==> src/rtl/elevator_call_register_pkg.sv <==
// Shared constants and bit-map helpers for the elevator call register.
// Hall calls are packed two bits per floor: up at 2(f-1), down at 2(f-1)+1.
package elevator_pkg;

  localparam logic [1:0] DIR_IDLE = 2'b00;
  localparam logic [1:0] DIR_UP   = 2'b01;
  localparam logic [1:0] DIR_DOWN = 2'b10;

  localparam logic ON    = 1'b1;
  localparam logic OFF   = 1'b0;
  localparam logic OPEN  = 1'b1;
  localparam logic CLOSE = 1'b0;

  function automatic int hall_up_idx(input int f);
    return 2 * (f - 1);
  endfunction

  function automatic int hall_dn_idx(input int f);
    return 2 * (f - 1) + 1;
  endfunction

endpackage

==> src/rtl/elevator_call_register_call_summary.sv <==
// Combinational aggregation of call vectors relative to the car position.
// The parent feeds next-state vectors so the registered summary matches the calls.
module call_summary
  import elevator_pkg::*;
#(
  parameter int NUM_FLOORS = 7,
  parameter int FLOOR_W    = 3,
  parameter int CNT_W      = $clog2(3 * NUM_FLOORS + 1)
) (
  input  logic [2*NUM_FLOORS-1:0] i_hall,
  input  logic [NUM_FLOORS-1:0]   i_car,
  input  logic [FLOOR_W-1:0]      i_floor,
  output logic                    o_here,
  output logic                    o_above,
  output logic                    o_below,
  output logic [CNT_W-1:0]        o_count
);

  logic [NUM_FLOORS-1:0] w_floor_any;
  logic                  w_valid;

  assign w_valid = (i_floor >= FLOOR_W'(1)) && (i_floor <= FLOOR_W'(NUM_FLOORS));

  always_comb begin
    w_floor_any = '0;
    for (int f = 1; f <= NUM_FLOORS; f++) begin
      w_floor_any[f-1] = i_hall[hall_up_idx(f)] | i_hall[hall_dn_idx(f)] | i_car[f-1];
    end
  end

  // An invalid floor (between floors) reports no position-relative calls.
  always_comb begin
    o_here  = OFF;
    o_above = OFF;
    o_below = OFF;
    if (w_valid) begin
      for (int f = 1; f <= NUM_FLOORS; f++) begin
        if (w_floor_any[f-1]) begin
          if (FLOOR_W'(f) == i_floor)     o_here  = ON;
          else if (FLOOR_W'(f) > i_floor) o_above = ON;
          else                            o_below = ON;
        end
      end
    end
  end

  always_comb begin
    o_count = '0;
    for (int k = 0; k < 2 * NUM_FLOORS; k++) o_count = o_count + CNT_W'(i_hall[k]);
    for (int k = 0; k < NUM_FLOORS; k++)     o_count = o_count + CNT_W'(i_car[k]);
  end

endmodule

==> src/rtl/elevator_call_register.sv <==
// Latches hall and car calls, clears them as the car serves each floor, and
// registers position summaries for the direction controller.
module elevator_call_register
  import elevator_pkg::*;
#(
  parameter int NUM_FLOORS = 7,
  parameter int FLOOR_W    = 3,
  parameter int CNT_W      = $clog2(3 * NUM_FLOORS + 1)
) (
  input  logic                    clk,
  input  logic                    reset,
  input  logic [FLOOR_W-1:0]      current_floor,
  input  logic [1:0]              current_direction,
  input  logic                    door_open,
  input  logic                    move,
  input  logic                    lockout,
  input  logic [2*NUM_FLOORS-1:0] hall_press,
  input  logic [NUM_FLOORS-1:0]   car_press,
  output logic [2*NUM_FLOORS-1:0] hall_call,
  output logic [NUM_FLOORS-1:0]   car_call,
  output logic                    call_here,
  output logic                    call_above,
  output logic                    call_below,
  output logic [CNT_W-1:0]        pending_count
);

  logic [2*NUM_FLOORS-1:0] r_hall;
  logic [NUM_FLOORS-1:0]   r_car;
  logic                    r_here;
  logic                    r_above;
  logic                    r_below;
  logic [CNT_W-1:0]        r_count;

  logic [2*NUM_FLOORS-1:0] w_hall_nxt;
  logic [NUM_FLOORS-1:0]   w_car_nxt;
  logic                    w_here;
  logic                    w_above;
  logic                    w_below;
  logic [CNT_W-1:0]        w_count;

  // Clears are applied after the presses so a simultaneous press is served at once.
  always_comb begin
    w_hall_nxt = r_hall | hall_press;
    w_car_nxt  = r_car | car_press;
    for (int f = 1; f <= NUM_FLOORS; f++) begin
      if (current_floor == FLOOR_W'(f)) begin
        if (door_open == OPEN) begin
          case (current_direction)
            DIR_UP:   w_hall_nxt[hall_up_idx(f)] = OFF;
            DIR_DOWN: w_hall_nxt[hall_dn_idx(f)] = OFF;
            default: begin
              w_hall_nxt[hall_up_idx(f)] = OFF;
              w_hall_nxt[hall_dn_idx(f)] = OFF;
            end
          endcase
        end
        if (door_open == OPEN || move == OFF) w_car_nxt[f-1] = OFF;
      end
    end
    w_hall_nxt[hall_up_idx(NUM_FLOORS)] = OFF;
    w_hall_nxt[hall_dn_idx(1)]          = OFF;
    if (lockout == ON) begin
      w_hall_nxt = '0;
      w_car_nxt  = '0;
    end
  end

  call_summary #(
    .NUM_FLOORS (NUM_FLOORS),
    .FLOOR_W    (FLOOR_W),
    .CNT_W      (CNT_W)
  ) u_summary (
    .i_hall  (w_hall_nxt),
    .i_car   (w_car_nxt),
    .i_floor (current_floor),
    .o_here  (w_here),
    .o_above (w_above),
    .o_below (w_below),
    .o_count (w_count)
  );

  always_ff @(posedge clk) begin
    if (!reset) begin
      r_hall  <= '0;
      r_car   <= '0;
      r_here  <= OFF;
      r_above <= OFF;
      r_below <= OFF;
      r_count <= '0;
    end else begin
      r_hall  <= w_hall_nxt;
      r_car   <= w_car_nxt;
      r_here  <= w_here;
      r_above <= w_above;
      r_below <= w_below;
      r_count <= w_count;
    end
  end

  assign hall_call     = r_hall;
  assign car_call      = r_car;
  assign call_here     = r_here;
  assign call_above    = r_above;
  assign call_below    = r_below;
  assign pending_count = r_count;

endmodule

==> config.mk <==
export PLATFORM = sky130hd
export DESIGN_NAME = elevator_call_register
export DESIGN_NICKNAME = d
export VERILOG_FILES = /design/src/rtl/elevator_call_register_pkg.sv /design/src/rtl/elevator_call_register_call_summary.sv /design/src/rtl/elevator_call_register.sv
export SDC_FILE = /design/constraint.sdc
export NUM_CORES = 1
export LEC_CHECK = 0
export ABC_AREA = 1
export CORE_MARGIN = 2
export CORE_UTILIZATION = 25
export DETAILED_ROUTE_END_ITERATION = 10
export MAX_ROUTING_LAYER = met4
export SYNTH_ARGS = -nofsm -noshare
export SYNTH_HDL_FRONTEND = slang
export SYNTH_SLANG_ARGS = --single-unit
==> constraint.sdc <==
create_clock -name clk -period 15.97 [get_ports clk]
set_clock_uncertainty 0.15 [all_clocks]
set_input_delay 3.194 -clock clk [delete_from_list [all_inputs] [get_ports clk]]
set_output_delay 3.194 -clock clk [all_outputs]
set_load 0.05 [all_outputs]
# Yosys cells after proc, flatten, opt, wreduce, memory -nomap -nowiden
# Cells that the tools add are included.
[totals]
reg_bits = 29
inputBits = 31
output_inout_bits = 29
word_cells = 173
[classes]
add_sub_neg = 20
n_lt_le_gt_ge = 9
n_eq_ne = 16
n_mux = 102
n_bitwise = 17
n_reduce_logical = 3
[op_table]
columns = ["operator", "count"]
rows = [
  ["adder 5 x 1 -> 5 bit", 19],
  ["two-way mux 1 bit", 88],
  ["two-way mux 2 bit", 12],
  ["two-way mux 14 bit", 1],
  ["OR 1 bit", 14],
  ["OR 14 bit", 1],
  ["== test 3 bit (first input constant)", 4],
  ["== test 3 bit (second input constant)", 4],
  ["greater-than comparator 3 bit (first input constant)", 4],
  ["two-way mux 7 bit", 1],
  ["OR 7 bit", 1],
  ["== test 2 x 3 -> 1 bit (first input constant)", 2],
  ["== test 3 x 2 -> 1 bit (second input constant)", 2],
  ["greater-than comparator 2 x 3 -> 1 bit (first input constant)", 2],
  ["== test 1 x 3 -> 1 bit (first input constant)", 1],
  ["== test 3 x 1 -> 1 bit (second input constant)", 1],
  ["greater-or-equal comparator 3 x 1 -> 1 bit (second input constant)", 1],
  ["greater-than comparator 1 x 3 -> 1 bit (first input constant)", 1],
  ["<= comparator 3 bit (second input constant)", 1],
  ["adder 1 x 1 -> 2 bit", 1],
  ["== test 2 x 1 -> 1 bit (second input constant)", 1],
  ["== test 2 bit (second input constant)", 1],
  ["AND reduction 2 bit", 1],
  ["logical AND 1 bit", 1],
  ["other kinds (2)", 2],
]

# Depth between registers and ports, before layout
# Gate-level depths: netlist of the first run.
[depth]
depth_word = 27
depth_mapped = 20
depth_no_buf = 20

# By module
# A second synthesis of the first run with hierarchy kept.
[hier_totals]
cells_unflattened = 294
area_unflattened_um2 = 1973.1
[modules_own_cells]
columns = ["mod", "instances", "cells_per_inst", "area_per_inst_um2", "seq_area_each_um2"]
rows = [
  ["elevator_call_register", 1, 174, 1159.9, 540.5],
  ["call_summary", 1, 120, 813.3, 0.0],
]

# Least setup slack after synthesis of the first run
# OpenSTA, ideal clock, no wires.
[synth_path]
path_kind = "input port to flip-flop"
from = "input port current_floor[2]"
to = "register r_count[1] (netlist: pending_count[1])"
arrival_time_ns = 7.244
required_ns = 15.753
setup_slack_ns = 8.509
cell_stages = 18
path_buffers = 1
cell_sequence = "buf_6 > inv_2 > nand3_2 > o21ai_1 > inv_1 > fa_1 > inv_1 > fa_1 > inv_1 > fa_1 > inv_1 > fa_1 > fa_1 > inv_1 > fa_1 > inv_1 > fa_1 > nor2_1"
[synth_via]
word_cells_on_any_way = 43
[synth_lines]
columns = ["element", "line", "source"]
rows = [
  ["start, declared", "elevator_call_register.sv:12", "input logic [FLOOR_W-1:0] current_floor,"],
  ["== test 3 x 2 -> 1 bit", "elevator_call_register.sv:46", "if (current_floor == FLOOR_W'(f)) begin"],
  ["two-way mux 2 bit", "elevator_call_register.sv:46", ""],
  ["two-way mux 14 bit", "elevator_call_register.sv:62", "if (lockout == ON) begin"],
  ["named net u_summary.i_hall[5]", "elevator_call_register_call_summary.sv:10", "input logic [2*NUM_FLOORS-1:0] i_hall,"],
  ["adder 5 x 1 -> 5 bit (9 in series)", "elevator_call_register_call_summary.sv:49", "for (int k = 0; k < 2 * NUM_FLOORS; k++) o_count = o_count + CNT_W'(i_hall[k]);"],
  ["adder 5 x 1 -> 5 bit (7 in series)", "elevator_call_register_call_summary.sv:50", "for (int k = 0; k < NUM_FLOORS; k++) o_count = o_count + CNT_W'(i_car[k]);"],
  ["end signal, assigned", "elevator_call_register.sv:96", "r_count <= w_count;"],
  ["end, declared", "elevator_call_register.sv:32", "logic [CNT_W-1:0] r_count;"],
]
# The timed path passes the listed nets, and every way through them passes these cells.
# A chain may end at the register's enable or synchronous reset.

# Worst setup path after layout of the first run
[layout_path]
from = "input port lockout"
to = "register r_count[4] (netlist: pending_count[4])"
[layout_via]
word_cells_on_any_way = 22
[layout_lines]
columns = ["element", "line", "source"]
rows = [
  ["start, declared", "elevator_call_register.sv:16", "input logic lockout,"],
  ["two-way mux 14 bit", "elevator_call_register.sv:62", ""],
  ["named net u_summary.i_hall[7]", "elevator_call_register_call_summary.sv:10", ""],
  ["adder 5 x 1 -> 5 bit (7 in series)", "elevator_call_register_call_summary.sv:49", ""],
  ["adder 5 x 1 -> 5 bit (7 in series)", "elevator_call_register_call_summary.sv:50", ""],
]
# The timed path passes the listed nets, and every way through them passes these cells.

==> qor.txt, run 1 <==
CTS clock-pin slew for the worst setup and hold paths: 100 ps
Synth area leader: dfxtp_1
max-slew violations: 0
H-tree levels: 1
Overflow after GRT: 0
flops & latches, synth: 27
initial antenna violation count: 0
Core Region: 0.007253 mm^2
vias in the first global route: 1761
CTS tree: done
post_cts resized: 0
die height: 90.39 um
WL per Instance: 11.21 um
final hold viol count: 0
first-pass GRT wire length: 8.093 mm
crit end category: flip-flop
FP Rows: 31
vias post-DR: 1684
CP max FO: 17
Area Growth Syn to Fin: 35.55%
Yosys top cell area share: 28.97%
class of the most critical hold timing path: reg2reg
ANT nets after route: 0
FMAX: 121.6 MHz
via-per-instance ratio: 4.097
post-CTS setup buffer count: 0
aggregate routed wire length: 4.607 mm
hold_buf cts: 0
Total Nets Final: 364
clk sink count: 27
DRT Pass-1 Iters: 4
hpwl dp: 3.818 mm
most numerous cell in the Yosys netlist: nor2_1
worst skew pair latency: 270 ps
die extent in x: 90.39 um
period utilization: 51.49%
fraction of registers with async set/reset: 0%
Boundary Pins: 60
Total GRT Usage: 12.25%
RSZ-0062 raised after global routing: no
gpl congestion: 0.8207
CTS buffer count: 3
Max transition margin: 55.05%
worst-case clock buffer depth: 2
largest net degree at the start of global routing: 23
Max Cap Viol: 0
crit path DAT: 8200 ps
PortBufs: 55
Worst Hold Launch: hall_call[13]
Slowest-stage cell, CP: clkdlybuf4s50_1
starting DRC count in detailed routing: 75
fill cell count: 789
Mapped Cells: 260
Leak: 1.254 nW
minimum setup slack after placement: 7463 ps
crit path launch type: primary input
CP delay by family, top: adder cells
Initial Util: 25.72%
Die Area: 0.008169 mm^2
fin util: 34.86%
footprint of the multi-input gates: 0.001062 mm^2
Worst-Margin Slew: 673.6 ps
register area share after synthesis: 28.97%
max incr delay on CP: 860 ps
final setup violation count: 0
syn avg cell area: 7.175 um^2
Setup TNS: 0 ps
post-synth cell types: 27
Pwr Density: 98.89 mW/mm^2
Buf/Inv on CP: 8
top cells by count, synth: nor2_1, inv_1, nand2_1
Area contributors post-synth: dfxtp_1, fa_1, nor2_1
Post-synth EDFFs: 0
status: finished, final reports clean
VDD IR max: 31.09 uV
ys flop type: dfxtp_1
Synth Cell Area: 0.001866 mm^2
root buf cell: clkbuf_8
crit path from: lockout
register area: 540.5 um^2
RR Startpoint: car_call[0]
drt drc: 0
Worst Path Required: 15950 ps
PnR worst setup slack: 7747 ps
# diodes: 0
critical path cell sequence: clkdlybuf4s50_1, inv_1, o21ai_0, o21bai_1, inv_1, fa_1, inv_1, fa_1, inv_1, fa_1, inv_1, fa_1, fa_1, inv_1, fa_1, inv_1, fa_1, nor2_1, o21ai_0, a21oi_1
min Tclk post-route: 8223 ps
critical path class: in2reg
share of cells above drive strength 1: 9.615%
Synth Warn #: 0
## logic make-up after synthesis
family	Yosys count	share of synthesized area [%]
AOI/OAI and AO/OA	29	9.524
adders and majority gates	20	18.65
buffers and inverters	62	14.29
DFF	27	28.97
other	1	0.2010
and+or+nand+nor	121	28.37
## cell usage in the layout, fill, tap and decap left out
master	Yosys	final
fa_1	13	13
nor2_1	60	60
nand2_2	1	1
clkbuf_8	0	3
nand2_4	1	1
o21ai_0	5	5
or2_2	2	2
o21bai_1	1	1
o21ai_1	7	7
nand3_1	8	8
nor2_4	2	2
o21ai_2	8	8
dfxtp_1	27	27
a21oi_1	8	8
clkdlybuf4s50_1	0	55
clkinv_2	0	1
nand2_1	40	40
nand3_2	5	5
inv_4	1	1
nor2_2	1	1
inv_2	5	5
conb_1	1	2
clkinv_1	1	1
ha_1	7	7
inv_1	47	47
nor3_1	1	1
## metrics by stage
stage	power, mW	instance area [um^2]	instances	hold WS (ps)
finish	0.2501	2529	411	464.3
CTS	0.2533	2529	411	463.8
global route	0.2754	2529	411	517.6
global placement	0.2086	2482	407	467.5
floorplan	0.1758	1869	261	641.9
detailed placement	0.2132	2482	407	446.4
## worst paths after layout
kind	to	slack [ps]	cells after the start
min reg2reg	hall_call[13]	460	4
max reg2reg	pending_count[4]	11300	16
max	pending_count[4]	7750	20
min	hall_call[13]	460	4
## power breakdown
group          total (mW)  internal [mW]  switching, mW
registers          0.0768         0.0746        0.00219
logic               0.134         0.0513         0.0824
clock network      0.0396         0.0175         0.0221
## final cells by class
type                            instances  share of cell area [%]
Timing Repair Buffer                   55                   21.77
Clock inverter                          1                  0.1979
Sequential cell                        27                   21.38
Clock buffer                            3                   1.633
Multi-Input combinational cell        172                   42.01
Inverter                               54                   8.115
Tap cell                               99                   4.899
## sequential cells by signal, summed over array words and instances (netlist names)
| signal | count |
|---|---|
| call_below | 1 |
| call_above | 1 |
| call_here | 1 |
| hall_call | 12 |
| car_call | 7 |
| pending_count | 5 |
## worst register-to-register path, stage by stage (launching register included)
cell,delay [ps]
dfxtp_1,330
or2_2,280
nand3_1,140
inv_1,80
fa_1,560
fa_1,450
fa_1,510
inv_1,50
fa_1,460
fa_1,500
inv_1,50
fa_1,390
inv_1,80
fa_1,200
nor2_1,60
o21ai_0,160
a21oi_1,90
## routing by layer
metal / GRT usage (%) / part of all wire [%] / vias up
met5: - / 0 / -
met4: 4.615 / 2.1 / 0
met3: 1.753 / 5.7 / 6
met2: 19.55 / 45 / 59
met1: 15.80 / 47 / 743
li1: - / - / 876
Note: power is estimated with default switching activity, not from simulation.
==> inputs of run 2 (changes only) <==
==> constraint.sdc (replaced) <==
create_clock -name clk -period 7.9 [get_ports clk]
set_clock_uncertainty 0.15 [all_clocks]
set_input_delay 1.58 -clock clk [delete_from_list [all_inputs] [get_ports clk]]
set_output_delay 1.58 -clock clk [all_outputs]
set_load 0.05 [all_outputs]
==> run 2 against run 1 <==
Non-clock buffer count up 1. Setup slack worse by 6300 ps. Register-to-register slack worse by 8000 ps. Largest power group unchanged. Via count fell by 2.6%. Power rose by 100%.
==> qor.txt, run 2 (synthesized netlist as in run 1, its figures left out) <==
RR Startpoint: car_call[0] (unchanged)
cell mode on critical path: fa_1
critical path class: in2reg (unchanged)
minimum setup slack after placement: 1117 ps (was 7463 ps)
R2R setup slack: 3260 ps (was 11300 ps)
worst-case clock buffer depth: 2 (unchanged)
die height: 90.39 um (unchanged)
Area Growth Syn to Fin: 36.08% (was 35.55%)
aggregate routed wire length: 4.633 mm (was 4.607 mm)
max FFs per register: 12 (unchanged)
clk sink count: 27 (unchanged)
Worst-Margin Slew: 645.2 ps (was 673.6 ps)
PortBufs: 55 (unchanged)
die extent in x: 90.39 um (unchanged)
gpl congestion: 0.8504 (was 0.8207)
WL per Instance: 11.25 um (was 11.21 um)
FP Rows: 31 (unchanged)
fin util: 35.00% (was 34.86%)
met2 Use GR: 19.17% (was 19.55%)
Total GRT Usage: 12.01% (was 12.25%)
critical path cell sequence: clkdlybuf4s50_1, nand3_1, o21ai_1, inv_1, fa_1, inv_1, fa_1, inv_1, fa_1, inv_1, fa_1, fa_1, inv_1, fa_1, inv_1, fa_1, nor2_1, o21ai_0, a21oi_1 (was clkdlybuf4s50_1, inv_1, o21ai_0, o21bai_1, inv_1, fa_1, inv_1, fa_1, inv_1, fa_1, inv_1, fa_1, fa_1, inv_1, fa_1, inv_1, fa_1, nor2_1, o21ai_0, a21oi_1)
via-per-instance ratio: 3.981 (was 4.097)
PnR worst setup slack: 1431 ps (was 7747 ps)
post_cts resized: 0 (unchanged)
vias in the first global route: 1661 (was 1761)
largest net degree at the start of global routing: 23 (unchanged)
final setup violation count: 0 (unchanged)
class of the most critical hold timing path: reg2reg (unchanged)
initial antenna violation count: 0 (unchanged)
Initial Util: 25.72% (unchanged)
max-slew violations: 0 (unchanged)
Total Nets Final: 365 (was 364)
status: finished, final reports clean (unchanged)
drt drc: 0 (unchanged)
busiest grt layer: met2 (unchanged)
Leak: 1.255 nW (was 1.254 nW)
FF-to-FF path depth: 16 (unchanged)
Max transition margin: 56.94% (was 55.05%)
CTS tree: done (unchanged)
vias post-DR: 1640 (was 1684)
Boundary Pins: 60 (unchanged)
CP max FO: 10 (was 17)
post-CTS setup buffer count: 0 (unchanged)
RSZ-0062 raised after global routing: no (unchanged)
Slowest-stage cell, CP: clkdlybuf4s50_1 (unchanged)
DRT Pass-1 Iters: 4 (unchanged)
Max Cap Viol: 0 (unchanged)
share of cells above drive strength 1: 9.904% (was 9.615%)
crit path to: pending_count[4] (unchanged)
crit path from: current_floor[2] (was lockout)
CTS buffer count: 3 (unchanged)
met3 Use GR: 1.503% (was 1.753%)
crit path launch type: primary input (unchanged)
H-tree levels: 1 (unchanged)
starting DRC count in detailed routing: 53 (was 75)
hpwl dp: 3.786 mm (was 3.818 mm)
Pwr Density: 201.9 mW/mm^2 (was 98.89 mW/mm^2)
Worst Path Required: 7910 ps (was 15950 ps)
CTS clock-pin slew for the worst setup and hold paths: 110 ps (was 100 ps)
# diodes: 0 (unchanged)
Overflow after GRT: 0 (unchanged)
ANT nets after route: 0 (unchanged)
crit end category: flip-flop (unchanged)
worst skew pair latency: 290 ps (was 270 ps)
most frequent cells in the layout: nor2_1, clkdlybuf4s50_1, inv_1, nand2_1, dfxtp_1 (unchanged)
first-pass GRT wire length: 7.790 mm (was 8.093 mm)
Die Area: 0.008169 mm^2 (unchanged)
root buf cell: clkbuf_8 (unchanged)
VDD IR max: 69.59 uV (was 31.09 uV)
hold_buf cts: 0 (unchanged)
FMAX: 154.6 MHz
max incr delay on CP: 680 ps (was 860 ps)
crit path DAT: 6480 ps (was 8200 ps)
period utilization: 81.89%
final hold viol count: 0 (unchanged)
GR met1 Demand/Resource: 15.74% (was 15.80%)
most common cell after layout, fill and taps aside: nor2_1 (unchanged)
Core Region: 0.007253 mm^2 (unchanged)
min Tclk post-route: 6469 ps
Setup TNS: 0 ps (unchanged)
Critical R2R Capture: pending_count[4] (unchanged)
==> run 2: changes by cell type in the layout (fill, tap and decap cells not counted) <==
cell        previous run  this run
clkinvlp_4             0         1
buf_4                  0         1
clkinv_2               1         0
==> run 2: layout make-up <==
type | count | area, um^2
Fill cell | 776 | 4715
Multi-Input combinational cell | 172 | 1062
Timing Repair Buffer | 56 | 558.0
Sequential cell | 27 | 540.5
Inverter | 54 | 205.2
Tap cell | 99 | 123.9
Clock buffer | 3 | 41.29
Clock inverter | 1 | 7.507
==> run 2: how the worst min path moves through the flow <==
stage	start	end	slack, ps	cells past startpoint
finish	hall_call[13]	hall_call[13]	480	4
global route	hall_call[10]	hall_call[10]	530	4
CTS	hall_call[10]	hall_call[10]	480	4
detailed placement	hall_call[10]	hall_call[10]	460	4
global placement	hall_call[13]	hall_call[13]	460	4
floorplan	hall_call[13]	hall_call[13]	640	4
==> run 2: layer usage <==
metal  vias to the layer above  wire length (um)
met3                         5               185
met5                         -                 0
li1                        879                 -
met4                         0                75
met1                       712              2311
met2                        44              2060
==> run 2: worst max-delay path, delay by kind of cell <==
kind / cells / cell delay [ps]
AO/OA/AOI/OAI: 3 / 550
adder cells (fa/ha/maj): 7 / 2970
buffers and inverters: 7 / 1040
AND/OR/NAND/NOR: 2 / 330
==> run 2: through the flow <==
stage	std cells	instance area [um^2]	hold WS, ps	total power [mW]
floorplan	261	1869	641.9	0.3554
global placement	408	2490	459.5	0.4222
detailed placement	408	2490	460.6	0.4311
CTS	412	2539	480.1	0.5184
global route	412	2539	527.6	0.5569
finish	412	2539	477.6	0.5125
==> run 2: where the power goes <==
group          switching [mW]  internal [mW]
Combinational           0.167          0.104
Clock                  0.0511         0.0360
Sequential            0.00436          0.151
